<file path="src/rtl/fc_credit_gate.sv">
// fc_credit_gate: transmit flow-control gate between the pending TLP buffer
// and the link layer. It holds the receiver's advertised credit limits for
// posted, non-posted and completion traffic and checks the head TLP against
// them. When the TLP fits, it pulses send_signal to release it. It also keeps
// its own credits-consumed counters, which wrap at the PCIe field widths.
module fc_credit_gate #(
    parameter int HDR_W   = 8,
    parameter int DATA_W  = 12,
    parameter int DCRED_W = 9
) (
    input  logic               clk,
    input  logic               rst_n,
    input  logic               fc_init_valid,
    input  logic               fc_init_done,
    input  logic               fc_upd_valid,
    input  logic [1:0]         fc_class,
    input  logic [HDR_W-1:0]   fc_hdr,
    input  logic [DATA_W-1:0]  fc_data,
    input  logic               tlp_valid,
    input  logic [1:0]         tlp_class,
    input  logic [DCRED_W-1:0] tlp_data_credits,
    output logic               send_signal,
    output logic               tx_blocked,
    output logic               err_bad_class,
    output logic [HDR_W-1:0]   ph_cc,
    output logic [HDR_W-1:0]   nph_cc,
    output logic [HDR_W-1:0]   ch_cc,
    output logic [DATA_W-1:0]  pd_cc,
    output logic [DATA_W-1:0]  npd_cc,
    output logic [DATA_W-1:0]  cd_cc
);

    // Classes 0..2 are P, NP and Cpl; class 3 is reserved.
    localparam int NUM_CLASSES = 3;

    // Half of each field's modulus. A remaining-credit distance at or below
    // this value means "fits"; a larger value means the subtraction wrapped
    // negative.
    localparam logic [HDR_W-1:0]  HDR_HALF  = {1'b1, {(HDR_W-1){1'b0}}};
    localparam logic [DATA_W-1:0] DATA_HALF = {1'b1, {(DATA_W-1){1'b0}}};

    typedef enum logic [2:0] {
        ST_INIT,
        ST_IDLE,
        ST_CHECK,
        ST_GRANT,
        ST_GAP,
        ST_BLOCKED
    } state_t;

    state_t state;

    // Receiver limits and infinite-credit flags, one entry per class.
    logic [NUM_CLASSES-1:0][HDR_W-1:0]  lim_hdr;
    logic [NUM_CLASSES-1:0][DATA_W-1:0] lim_data;
    logic [NUM_CLASSES-1:0]             inf_hdr;
    logic [NUM_CLASSES-1:0]             inf_data;

    // Local credits-consumed counters, one entry per class.
    logic [NUM_CLASSES-1:0][HDR_W-1:0]  cc_hdr;
    logic [NUM_CLASSES-1:0][DATA_W-1:0] cc_data;

    // Head TLP attributes, captured when it is accepted from IDLE.
    logic [1:0]         cls_q;
    logic [DCRED_W-1:0] dcred_q;

    // Check datapath for the captured class.
    logic [HDR_W-1:0]  sel_lim_hdr;
    logic [DATA_W-1:0] sel_lim_data;
    logic [HDR_W-1:0]  sel_cc_hdr;
    logic [DATA_W-1:0] sel_cc_data;
    logic              sel_inf_hdr;
    logic              sel_inf_data;
    logic [HDR_W-1:0]  hdr_gap;
    logic [DATA_W-1:0] data_gap;
    logic [DATA_W-1:0] data_req;
    logic              hdr_ok;
    logic              data_ok;
    logic              credit_ok;
    logic              bad_class;

    assign bad_class = (cls_q == 2'b11);
    assign data_req  = DATA_W'(dcred_q);

    // Select the captured class's limits and counters, then test both fields.
    // NOTE: every always_comb output gets a default first, so no path can leave
    // a signal unassigned and infer a latch.
    always_comb begin
        sel_lim_hdr  = '0;
        sel_lim_data = '0;
        sel_cc_hdr   = '0;
        sel_cc_data  = '0;
        sel_inf_hdr  = 1'b0;
        sel_inf_data = 1'b0;
        for (int c = 0; c < NUM_CLASSES; c++) begin
            if (cls_q == 2'(c)) begin
                sel_lim_hdr  = lim_hdr[c];
                sel_lim_data = lim_data[c];
                sel_cc_hdr   = cc_hdr[c];
                sel_cc_data  = cc_data[c];
                sel_inf_hdr  = inf_hdr[c];
                sel_inf_data = inf_data[c];
            end
        end
        hdr_gap   = sel_lim_hdr - (sel_cc_hdr + HDR_W'(1));
        data_gap  = sel_lim_data - (sel_cc_data + data_req);
        hdr_ok    = sel_inf_hdr || (hdr_gap <= HDR_HALF);
        data_ok   = (dcred_q == '0) || sel_inf_data || (data_gap <= DATA_HALF);
        credit_ok = hdr_ok && data_ok;
    end

    // Limit registers: InitFC loads during INIT; UpdateFC overwrites afterwards
    // unless the field was advertised as infinite.
    // NOTE: the limit arrays are reset like any other state. They are small
    // flops, not RAM, and a stale limit after reset would grant wrongly.
    always_ff @(posedge clk) begin
        if (!rst_n) begin
            lim_hdr  <= '0;
            lim_data <= '0;
            inf_hdr  <= '0;
            inf_data <= '0;
        end else begin
            for (int c = 0; c < NUM_CLASSES; c++) begin
                if (fc_class == 2'(c)) begin
                    if (state == ST_INIT && fc_init_valid) begin
                        lim_hdr[c]  <= fc_hdr;
                        lim_data[c] <= fc_data;
                        if (fc_hdr == '0) begin
                            inf_hdr[c] <= 1'b1;
                        end
                        if (fc_data == '0) begin
                            inf_data[c] <= 1'b1;
                        end
                    end else if (state != ST_INIT && fc_upd_valid) begin
                        if (!inf_hdr[c]) begin
                            lim_hdr[c] <= fc_hdr;
                        end
                        if (!inf_data[c]) begin
                            lim_data[c] <= fc_data;
                        end
                    end
                end
            end
        end
    end

    // Gate FSM: sequences accept, check, grant and gap, drives the registered
    // status outputs, and advances the consumed counters on each grant.
    // NOTE: sequential state uses non-blocking assignments only, so every
    // register samples values from before the clock edge.
    always_ff @(posedge clk) begin
        if (!rst_n) begin
            state         <= ST_INIT;
            cls_q         <= '0;
            dcred_q       <= '0;
            send_signal   <= 1'b0;
            tx_blocked    <= 1'b0;
            err_bad_class <= 1'b0;
            cc_hdr        <= '0;
            cc_data       <= '0;
        end else begin
            send_signal   <= 1'b0;
            err_bad_class <= 1'b0;
            case (state)
                ST_INIT: begin
                    if (fc_init_done) begin
                        state <= ST_IDLE;
                    end
                end
                ST_IDLE: begin
                    if (tlp_valid) begin
                        cls_q   <= tlp_class;
                        dcred_q <= tlp_data_credits;
                        state   <= ST_CHECK;
                    end
                end
                ST_CHECK: begin
                    if (bad_class) begin
                        err_bad_class <= 1'b1;
                        state         <= ST_GAP;
                    end else if (credit_ok) begin
                        send_signal <= 1'b1;
                        state       <= ST_GRANT;
                    end else begin
                        tx_blocked <= 1'b1;
                        state      <= ST_BLOCKED;
                    end
                end
                ST_BLOCKED: begin
                    if (credit_ok) begin
                        send_signal <= 1'b1;
                        tx_blocked  <= 1'b0;
                        state       <= ST_GRANT;
                    end
                end
                ST_GRANT: begin
                    for (int c = 0; c < NUM_CLASSES; c++) begin
                        if (cls_q == 2'(c)) begin
                            cc_hdr[c]  <= cc_hdr[c] + HDR_W'(1);
                            cc_data[c] <= cc_data[c] + data_req;
                        end
                    end
                    state <= ST_GAP;
                end
                ST_GAP: begin
                    state <= ST_IDLE;
                end
                default: begin
                    state <= ST_INIT;
                end
            endcase
        end
    end

    assign ph_cc  = cc_hdr[0];
    assign nph_cc = cc_hdr[1];
    assign ch_cc  = cc_hdr[2];
    assign pd_cc  = cc_data[0];
    assign npd_cc = cc_data[1];
    assign cd_cc  = cc_data[2];

endmodule

</file>
<file path="config.mk">
export PLATFORM = sky130hd
export DESIGN_NAME = fc_credit_gate
export DESIGN_NICKNAME = d
export VERILOG_FILES = /design/src/rtl/fc_credit_gate.sv
export SDC_FILE = /design/constraint.sdc
export NUM_CORES = 1
export LEC_CHECK = 0
export ABC_CLOCK_PERIOD_IN_PS = 5200
export BUFFER_PORTS_ARGS = -buffer_cell sky130_fd_sc_hd__buf_2
export CORE_UTILIZATION = 35
export DETAILED_ROUTE_END_ITERATION = 12
export GPL_TIMING_DRIVEN = 0
export PLACE_DENSITY_LB_ADDON = 0.2
export SLEW_MARGIN = 20
export SYNTH_ARGS = -nofsm -noshare
export SYNTH_HDL_FRONTEND = slang
export SYNTH_SLANG_ARGS = --single-unit
</file>
<file path="constraint.sdc">
create_clock -name clk -period 5.2 [get_ports clk]
set_input_delay 0.52 -clock clk [delete_from_list [all_inputs] [get_ports clk]]
set_output_delay 0.52 -clock clk [all_outputs]
set_load 0.01 [all_outputs]
</file>
==> key figures <==
Worst hold path
  – Worst hold path class: in2reg

Clock tree
  – CTS Buffer Depth: 2
  – TritonCTS clock tree: built
  – Hold_buf cts: 0
  – H-tree Lvls: 4
  – Clock slew at reported path FFs: 0.07 ns
  – CTS buffer count: 17
  – CTS Sinks: 143
  – Worst-skew pair later-pin latency: 0.43 ns
  – Root Driver: clkbuf_16

Routing
  – Routed Antenna Nets: 0
  – DRT Pass-1 Iters: 5
  – WL per Instance: 18.6 µm
  – Via density: 5.29
  – DR vias: 7861
  – DRT iter0 DRCs: 685
  – Post-Route WL: 27600 µm
  – Drt drc: 0

Global route
  – Pin count of the biggest net entering global routing: 20
  – Total grt overflow: 0
  – Initial antenna violation count: 0
  – GR Util All Layers: 22.8%
  – Vias in the first global route: 7477
  – First-pass GRT wire length: 42700 µm

Setup path
  – Slowest stage cell, crit path: fa_1
  – CP top delay family: compound AO/OA/AOI/OAI gates
  – CP Buf/Inv Count: 5
  – Ordered list of cells on the worst path: buf_2 > clkbuf_1 > clkbuf_2 > nor2_1 > a21oi_1 > fa_1 > inv_1 > ha_1 > nor2b_1 > o21a_1 > a2111o_1 > a21oi_1 > nand4_1 > or4_1 > buf_2 > a221oi_1 > o22ai_1
  – Startpoint types: flop
  – Critical Setup Path Class: reg2reg
  – Critical Path RT: 5.51 ns
  – CP Max Fanout: 10
  – CP max stage delay: 0.49 ns
  – Crit path arrival time: 5.24 ns
  – Crit end category: flop

Yosys
  – Netlist cell types: 60
  – Post-Syn Area: 8530 µm²
  – Top cell types by occurrence after synthesis: 143 x dfxtp_1, 142 x nor2_1, 104 x nand2_1, 101 x mux2i_1, 87 x a21oi_1
  – Post-synth top flop: dfxtp_1
  – Net Count, Synth: 1135
  – Synth area leader: dfxtp_1
  – Count leader, synth: dfxtp_1
  – Gate Count Post-Synth: 1033
  – Ys Warns: 0
  – Avg Inst Size Synth: 8.26 µm²
  – Seq/Total Area, Yosys: 33.6%
  – Yosys reg bits: 143
  – Async SR Flop Fraction: 0%
  – Post-synth EDFFs: 0
  – Area contributors post-synth: dfxtp_1 34%, mux2i_1 12%, ha_1 7.3%
  – Share of the synthesized area in the top cell type: 33.6%

Floorplanning
  – Io pins: 102
  – Die area: 25000 µm²
  – Site Rows: 56
  – Initial Util: 36.0%
  – Die outline width: 158 µm
  – CORE AREA: 23700 µm²
  – Die height: 158 µm

STA
  – Actual slew at the worst max-slew pin: 1.10 ns
  – Max-slew headroom: 25.8%
  – Period utilization: 94.9%
  – # setup viols final: 0
  – Worst Clk Skew: 0.00930 ns
  – RSZ-0062 raised after global routing: no
  – Setup TNS Final: 0 ns
  – Final min period: 4.93 ns
  – Final worst slack: 0.266 ns
  – Fmax: 0.203 GHz
  – Max-slew violations: 0
  – Final Hold Vio Count: 0

Finish
  – Post-route core utilization: 42.5%
  – Final nets: 1255
  – Synth-to-layout area growth: 17.9%
  – Antenna Cells: 0
  – Share of layout cells above drive strength 1: 13.3%

Placement
  – Pre-CTS WS: -0.616 ns
  – Routability cong.: 0.868
  – I/O Buffers: 101
  – Hpwl dp: 20800 µm

Power and ir drop
  – PwrDens: 330 nW/µm²
  – VDD IR max: 0.000183 V
  – P_leak: 4.40 nW

Flow run
  – MaxCap Viol Count: 0

Status
  – Status: complete, no violations
per-layer routing:
metal,routed length (µm),vias up,GRT usage [%]
met5,0,-,0
met4,437,0,6.55
met3,945,27,3.70
met1,13400,3798,31.1
met2,12800,164,36.9
li1,-,3872,-
final cells by class:
type	count	area (µm²)
fill	2505	13600
clock buffer	19	443
tap	319	399
buffer	45	201
inverter	51	191
multi-input combinational	793	5300
timing repair buffer	102	513
clock inverter	13	153
sequential	143	2860
where the power goes:
part           leakage (nW)  internal (mW)  switching, mW
logic                  2.96          0.337          0.502
registers              1.16           1.15         0.0506
clock network         0.292          0.731          0.546
total                  4.40           2.22           1.10
timing repair:
action                     in CTS  in global routing
gates resized for setup         5                  8
setup endpoints to repair       4                  3
pin swaps                       0                  0
setup buffers                   0                  0
gates cloned                    0                  0
stage by stage:
stage                     area, µm²  hold slack (ns)  power, mW  std cells
final                         10100            0.320       3.32       1485
after global routing          10100            0.326       3.48       1485
after floorplan                8530            0.458       1.82       1033
after CTS                     10100            0.308       3.33       1485
after detailed placement       9450            0.484       2.05       1454
after global placement         9430            0.474       2.04       1453
worst min-delay path, delay by kind of cell:
kind | cells | cell delay [ns]
and+or+nand+nor | 1 | 0.04
buffers and inverters | 1 | 0.09
AOI/OAI and AO/OA | 1 | 0.05
flip-flops by register name (all words and copies together), names as in the netlist:
register / count
send_signal: 1
lim_hdr: 24
ph_cc: 8
cd_cc: 12
pd_cc: 12
cls_q: 2
dcred_q: 9
nph_cc: 8
lim_data: 36
inf_data: 3
state: 3
npd_cc: 12
ch_cc: 8
tx_blocked: 1
inf_hdr: 3
err_bad_class: 1
cell families after synthesis:
kind of cell,Yosys count,share of synthesized area [%]
AO/OA/AOI/OAI,218,15.5
XOR/XNOR,44,4.68
adder cells (fa/ha/maj),63,10.4
buffers and inverters,97,4.47
flip-flops,143,33.6
multiplexers,101,11.9
AND/OR/NAND/NOR,367,19.5
placed cells by master (no fill, tap or decap), types with 7 or more instances in the layout:
| cell type | synthesis | final |
|---|---|---|
| inv_1 | 51 | 51 |
| fa_1 | 13 | 13 |
| clkbuf_16 | 0 | 17 |
| or3_1 | 10 | 10 |
| nor2b_1 | 11 | 11 |
| a21boi_0 | 8 | 8 |
| nor3_1 | 19 | 19 |
| nand2_1 | 104 | 104 |
| xnor2_1 | 19 | 19 |
| nand3_1 | 25 | 25 |
| xor2_1 | 24 | 24 |
| mux2i_1 | 101 | 101 |
| a21oi_1 | 87 | 87 |
| a21o_1 | 8 | 8 |
| o22ai_1 | 7 | 7 |
| dfxtp_1 | 143 | 143 |
| nor2_1 | 142 | 142 |
| ha_1 | 50 | 50 |
| o21ai_0 | 50 | 50 |
| a211oi_1 | 9 | 9 |
| nand4_1 | 13 | 13 |
| buf_2 | 5 | 108 |
| nor4_1 | 8 | 8 |
| clkbuf_1 | 33 | 31 |
worst paths after layout:
| path | startpoint | to | slack (ns) | cells after the start |
|---|---|---|---|---|
| worst max-delay path | cls_q[0]$_SDFFE_PN0P_ | state[2]$_SDFFE_PN0P_ | 0.27 | 17 |
| worst min-delay path | tlp_data_credits[1] | dcred_q[1]$_SDFFE_PN0P_ | 0.32 | 3 |
| worst max register to register | cls_q[0]$_SDFFE_PN0P_ | state[2]$_SDFFE_PN0P_ | 0.27 | 17 |
| worst min register to register | cd_cc[7]$_SDFFE_PN0P_ | cd_cc[7]$_SDFFE_PN0P_ | 0.50 | 2 |
No activity file was read; power rests on OpenSTA's default activity.
